[config.mk]
export PLATFORM = sky130hd
export DESIGN_NAME = cpu_oci_dct_packer
export DESIGN_NICKNAME = d
export VERILOG_FILES = /design/src/rtl/cpu_oci_dct_packer.sv
export SDC_FILE = /design/constraint.sdc
export NUM_CORES = 1
export LEC_CHECK = 0
export CELL_PAD_IN_SITES_DETAIL_PLACEMENT = 1
export CELL_PAD_IN_SITES_GLOBAL_PLACEMENT = 1
export CORE_MARGIN = 5
export CORE_UTILIZATION = 36
export DETAILED_ROUTE_END_ITERATION = 10
export HOLD_SLACK_MARGIN = 0.15
export MAX_ROUTING_LAYER = met4
export PLACE_DENSITY_LB_ADDON = 0.1
export SYNTH_ARGS = -nofsm -noshare
export SYNTH_HDL_FRONTEND = slang
export SYNTH_SLANG_ARGS = --single-unit
[constraint.sdc]
create_clock -name clk -period 3.9 [get_ports clk]
set_input_delay 1.17 -clock clk [delete_from_list [all_inputs] [get_ports clk]]
set_output_delay 1.17 -clock clk [all_outputs]
set_load 0.1 [all_outputs]
[src/rtl/cpu_oci_dct_packer.sv]
// Purpose: OCI debug-compressed-trace packer. Packs 2-bit trace atoms into a
//          30-bit DCT buffer and ships each full or flushed buffer as one
//          36-bit trace word over a valid/ready handshake.
// Latency: the DEPTH-th atom accepted at edge N gives tw_valid after edge N+1
//          when the output register is free; flushes take one extra cycle.
// Backpressure: atom_ready drops while the buffer is held (full or flush
//          pending) and waits for the output register; atoms are never dropped.
// Ports: clk/reset (sync, active-high); atom_valid/atom/atom_ready atom input;
//        flush/flush_done flush request and completion pulse;
//        tw_valid/tw_data/tw_ready trace word output; dct_buffer/dct_count
//        live monitor view of the packing buffer.
// Optional: define DCT_IDLE_FLUSH_EN to auto-flush a partial buffer after
//           IDLE_FLUSH_CYCLES idle cycles (no flush_done pulse for those).
module cpu_oci_dct_packer #(
  parameter int DEPTH             = 15,
  parameter int IDLE_FLUSH_CYCLES = 64
) (
  input  logic        clk,
  input  logic        reset,
  input  logic        atom_valid,
  input  logic [1:0]  atom,
  output logic        atom_ready,
  input  logic        flush,
  output logic        flush_done,
  output logic        tw_valid,
  output logic [35:0] tw_data,
  input  logic        tw_ready,
  output logic [29:0] dct_buffer,
  output logic [3:0]  dct_count
);

  if (DEPTH < 1 || DEPTH > 15) begin : g_bad_depth
    $error("cpu_oci_dct_packer: DEPTH must be in 1..15");
  end
  if (IDLE_FLUSH_CYCLES < 1) begin : g_bad_idle
    $error("cpu_oci_dct_packer: IDLE_FLUSH_CYCLES must be >= 1");
  end

  localparam logic [3:0] DEPTH_C = 4'(DEPTH);

  typedef enum logic {
    FILL = 1'b0,
    HOLD = 1'b1
  } state_t;

  state_t      state, state_nxt;
  logic [29:0] buf_nxt;
  logic [3:0]  cnt_nxt;
  logic        flush_pend, pend_nxt;
  logic        auto_pend, auto_nxt;
  logic        auto_set;
  logic        tw_valid_nxt;
  logic [35:0] tw_data_nxt;
  logic        done_c;
  logic        accept;
  logic        transfer;

  // atom_ready is held low while reset is asserted so every output reads 0
  // during reset.
  assign atom_ready = (state == FILL) && !reset;
  assign accept     = atom_valid && atom_ready;
  assign transfer   = (state == HOLD) && (!tw_valid || tw_ready);
  assign flush_done = done_c && !reset;

`ifdef DCT_IDLE_FLUSH_EN
  localparam int IW = $clog2(IDLE_FLUSH_CYCLES + 1);
  logic [IW-1:0] idle_cnt;

  always_ff @(posedge clk) begin
    if (reset) begin
      idle_cnt <= '0;
    end else if (accept || transfer) begin
      idle_cnt <= '0;
    end else if (dct_count != 4'd0 && idle_cnt < IW'(IDLE_FLUSH_CYCLES)) begin
      idle_cnt <= idle_cnt + 1'b1;
    end
  end

  // Fires on the cycle whose increment makes the counter reach the timeout.
  assign auto_set = (idle_cnt == IW'(IDLE_FLUSH_CYCLES - 1)) &&
                    (dct_count != 4'd0) && !accept && !transfer;
`else
  assign auto_set = 1'b0;
`endif

  always_comb begin
    state_nxt    = state;
    buf_nxt      = dct_buffer;
    cnt_nxt      = dct_count;
    pend_nxt     = flush_pend || flush;
    auto_nxt     = auto_pend || auto_set;
    tw_valid_nxt = tw_valid && !tw_ready;
    tw_data_nxt  = tw_data;
    done_c       = 1'b0;

    case (state)
      FILL: begin
        if (accept) begin
          buf_nxt = {dct_buffer[27:0], atom};
          cnt_nxt = dct_count + 4'd1;
        end
        // A flush against an empty buffer completes without emitting a word.
        // A repeat flush pulse while pending is absorbed here.
        if ((flush_pend || auto_pend) && dct_count == 4'd0) begin
          done_c   = flush_pend;
          pend_nxt = 1'b0;
          auto_nxt = 1'b0;
        end
        // Decide on next-cycle contents so a flush arriving with an atom
        // includes that atom in the flushed word.
        if (cnt_nxt == DEPTH_C || ((pend_nxt || auto_nxt) && cnt_nxt != 4'd0)) begin
          state_nxt = HOLD;
        end
      end
      HOLD: begin
        if (transfer) begin
          tw_valid_nxt = 1'b1;
          tw_data_nxt  = {2'b01, dct_count, dct_buffer};
          buf_nxt      = '0;
          cnt_nxt      = 4'd0;
          done_c       = flush_pend;
          pend_nxt     = 1'b0;
          auto_nxt     = 1'b0;
          state_nxt    = FILL;
        end
      end
      default: state_nxt = FILL;
    endcase
  end

  always_ff @(posedge clk) begin
    if (reset) begin
      state      <= FILL;
      dct_buffer <= '0;
      dct_count  <= 4'd0;
      flush_pend <= 1'b0;
      auto_pend  <= 1'b0;
      tw_valid   <= 1'b0;
      tw_data    <= '0;
    end else begin
      state      <= state_nxt;
      dct_buffer <= buf_nxt;
      dct_count  <= cnt_nxt;
      flush_pend <= pend_nxt;
      auto_pend  <= auto_nxt;
      tw_valid   <= tw_valid_nxt;
      tw_data    <= tw_data_nxt;
    end
  end

endmodule

==> impl_metrics.toml, run 1 <==
[place]
post-dp-hpwl_um = 4713
dp_slack_ns = 0.2310
numPortBuffers = 78
gp_congestion = 0.7401

[clocking]
h-tree-depth = 3
cts-resized-gates = 0
path_clk_slew_ns = 0.08
cts_tree = "done"
cts_buffers = 9
post-cts-setup-buffer-count = 0
clock_tree.root_cell = "clkbuf_8"
clockBufferDepth = 2
clock-sinks = 73
cts_hold_buf = 0
worstSkewPairLatency_ns = 0.33

[timing]
tightest_slew_ns = 0.9921
rsz0062_at_grt = "false"
fin_crit_ns = 3.667
setup_slack_ns = 0.2327
drv_slew = 0
setup_viol = 0
slew-limit-headroom = 0.3365
min_period_over_period = 0.9403
fmax_mhz = 272.7
hold_viol_final = 0
clock_skew_ns = 0.008372
fin_tns_setup_ns = 0

[global_routing]
gr-total-overflow = 0
track_usage = 0.1687
grt_pass1_wl_um = 11590
grt_start_max_net_pins = 46
antenna_found_initial = 0
grt_pass1_vias = 2310

[flow_run]
max-cap-violations = 0

[floorplanning]
io_pins = 80
die_area_sq_mm = 0.009006
die_w_um = 94.90
initial_utilization = 0.3636
rows = 31
coreArea_sq_mm = 0.007137
die_h_um = 94.90

[critical_path]
worst_ep_required_time_ns = 2.73
startpoint_type = "primary input"
slowest_delay_ns = 0.48
end_kind = "output port"
path_buf_inv = 2
cpLargestDelayFamily = "buffers and inverters"
path_max_fanout = 4
cpMaxStageDelayCell = "clkdlybuf4s50_1"
path_cells = "clkdlybuf4s50_1 > nand2b_1 > and2_1 > nor2_1 > nor3b_4 > buf_12"
crit_type = "in -> out"
crit_arrival_ns = 2.50

[detailed_routing]
drt_iter0_markers = 68
ant_nets = 0
wl_per_cell_um = 15.47
firstDrtPassIters = 4
avgViaCountPerCell = 4.952
drt-total-wl_um = 7117
drc_errors = 0
via_count = 2278

[finish]
drive_gt1_frac = 0.1856
diodes = 0
areaGrowthSynthToFinish_pct = 38.81
fin_nets = 365

[power_and_ir_drop]
pwr_density_cell_mw_per_mm2 = 427.7
irDropWorstVdd_mv = 0.3089
p_leak_nw = 1.370

[synthesis]
synth_area_sq_mm = 0.002595
synth_fp_nets = 291
synth_cell_type_count = 36
synth_cells = 282
ys_ff_latch = 73
yosys_warnings = 0
avgSynthCellArea_sq_um = 9.202
ys_seq_area_frac = 0.5632

[run_status]
status = "completed"

[hold_path]
hold_path.class = "reg -> reg"
## final timing paths
kind,startpoint,to,slack [ns],depth (start not counted)
worst max-delay path,tw_ready,flush_done,0.23,6
worst min-delay path,tw_data[19],tw_data[19],0.46,2
worst max register to register,state,dct_buffer[10],2.09,5
worst min register to register,tw_data[19],tw_data[19],0.46,2
## cell usage in the layout, fill, tap and decap left out, drive strengths merged, types with 2 or more instances in the layout
cell,instances
nor3,3
ha,2
clkbuf,12
nand2,72
and3b,2
inv,4
a21oi,39
a22o,30
clkdlybuf4s50,38
nor2b,2
nand3,2
nor3b,2
dfxtp,73
clkinv,2
nor2,10
buf,47
## synthesized netlist by cell type
cell type	n	area, sq um
nor3b_1	1	7.510
a21oi_1	39	195.2
buf_4	1	7.510
nor2b_1	2	12.51
nand2_1	72	270.3
clkbuf_1	11	41.29
o211ai_1	1	7.510
o21ai_0	1	5.000
and4bb_1	1	12.51
buf_2	9	45.04
or4_1	1	7.510
nor3b_4	1	18.77
nand3_1	2	10.01
nor2_1	10	37.54
o32ai_1	1	8.760
nor3_1	3	15.01
nand3b_1	1	7.510
o221ai_1	1	8.760
a211oi_1	1	7.510
dfxtp_1	73	1461
a22o_1	30	262.8
or3b_1	1	8.760
conb_1	1	3.750
a311oi_1	1	8.760
nand4_1	1	6.260
nand2b_1	1	6.260
and3b_1	2	17.52
a22oi_1	1	7.510
ha_1	2	25.02
and2_1	1	6.260
buf_1	1	3.750
mux2_2	1	11.26
nor4_1	1	6.260
mux2i_1	1	10.01
xnor2_1	1	8.760
inv_1	4	15.01
## tightest hold or removal path, stage by stage, from the launching register on
cell and delay (ns):
dfxtp_1 0.31, nand2_1 0.05, a21oi_1 0.05
## flip-flops by register name (all words and copies together), names as in the netlist
signal,flops
tw_valid,1
dct_buffer,30
tw_data,35
flush_pend,1
state,1
auto_pend,1
dct_count,4
## stage by stage
stage | power [mW] | utilization | hold WS (ns) | area, sq um | instances
detailed placement | 0.9547 | 0.4758 | 0.4498 | 3396 | 444
global route | 1.603 | 0.5047 | 0.4818 | 3602 | 460
finish | 1.541 | 0.5047 | 0.4563 | 3602 | 460
global placement | 0.9533 | 0.4758 | 0.4416 | 3396 | 444
CTS | 1.563 | 0.5047 | 0.4608 | 3602 | 460
floorplan | 0.9088 | - | 0.4708 | 2609 | 282
## power by group
group / internal (mW) / switching [mW]
sequential: 0.754 / 0.0128
combinational: 0.0446 / 0.124
clock: 0.331 / 0.274
total: 1.13 / 0.411
## cell families (layout without fill, tap and decap cells)
family          Yosys count  in the layout  synth area share
buf+inv                  26            105           0.04339
mux                       2              2          0.008197
compound gates           76             76            0.1972
simple gates            101            101            0.1736
fa+ha+maj                 2              2          0.009642
xor+xnor                  1              1          0.003376
other cells               1              1          0.001445
flops                    73             73            0.5632
## layout make-up
| type | count | area, sq um |
|---|---|---|
| well taps | 99 | 123.9 |
| inverters | 4 | 15.01 |
| multi-input cells | 183 | 1040 |
| flip-flops and latches | 73 | 1461 |
| clock buffers | 12 | 155.1 |
| repair buffers | 85 | 755.7 |
| clock inverters | 4 | 51.30 |
| fillers | 844 | 3535 |
## metal layers
metal	up-vias	track usage	share of wire
met5	-	-	0
met4	0	0.05769	0.013
met3	7	0.03426	0.038
met2	48	0.2678	0.47
met1	1110	0.2139	0.48
li1	1113	-	-
Power figures use the tool's default switching activity.
==> run 2: changes to the inputs <==
SKIP_CTS_REPAIR_TIMING = 1   (was unset)
==> results of run 2 <==
No change in the layout: final DEF, timing and power equal those of run 1.
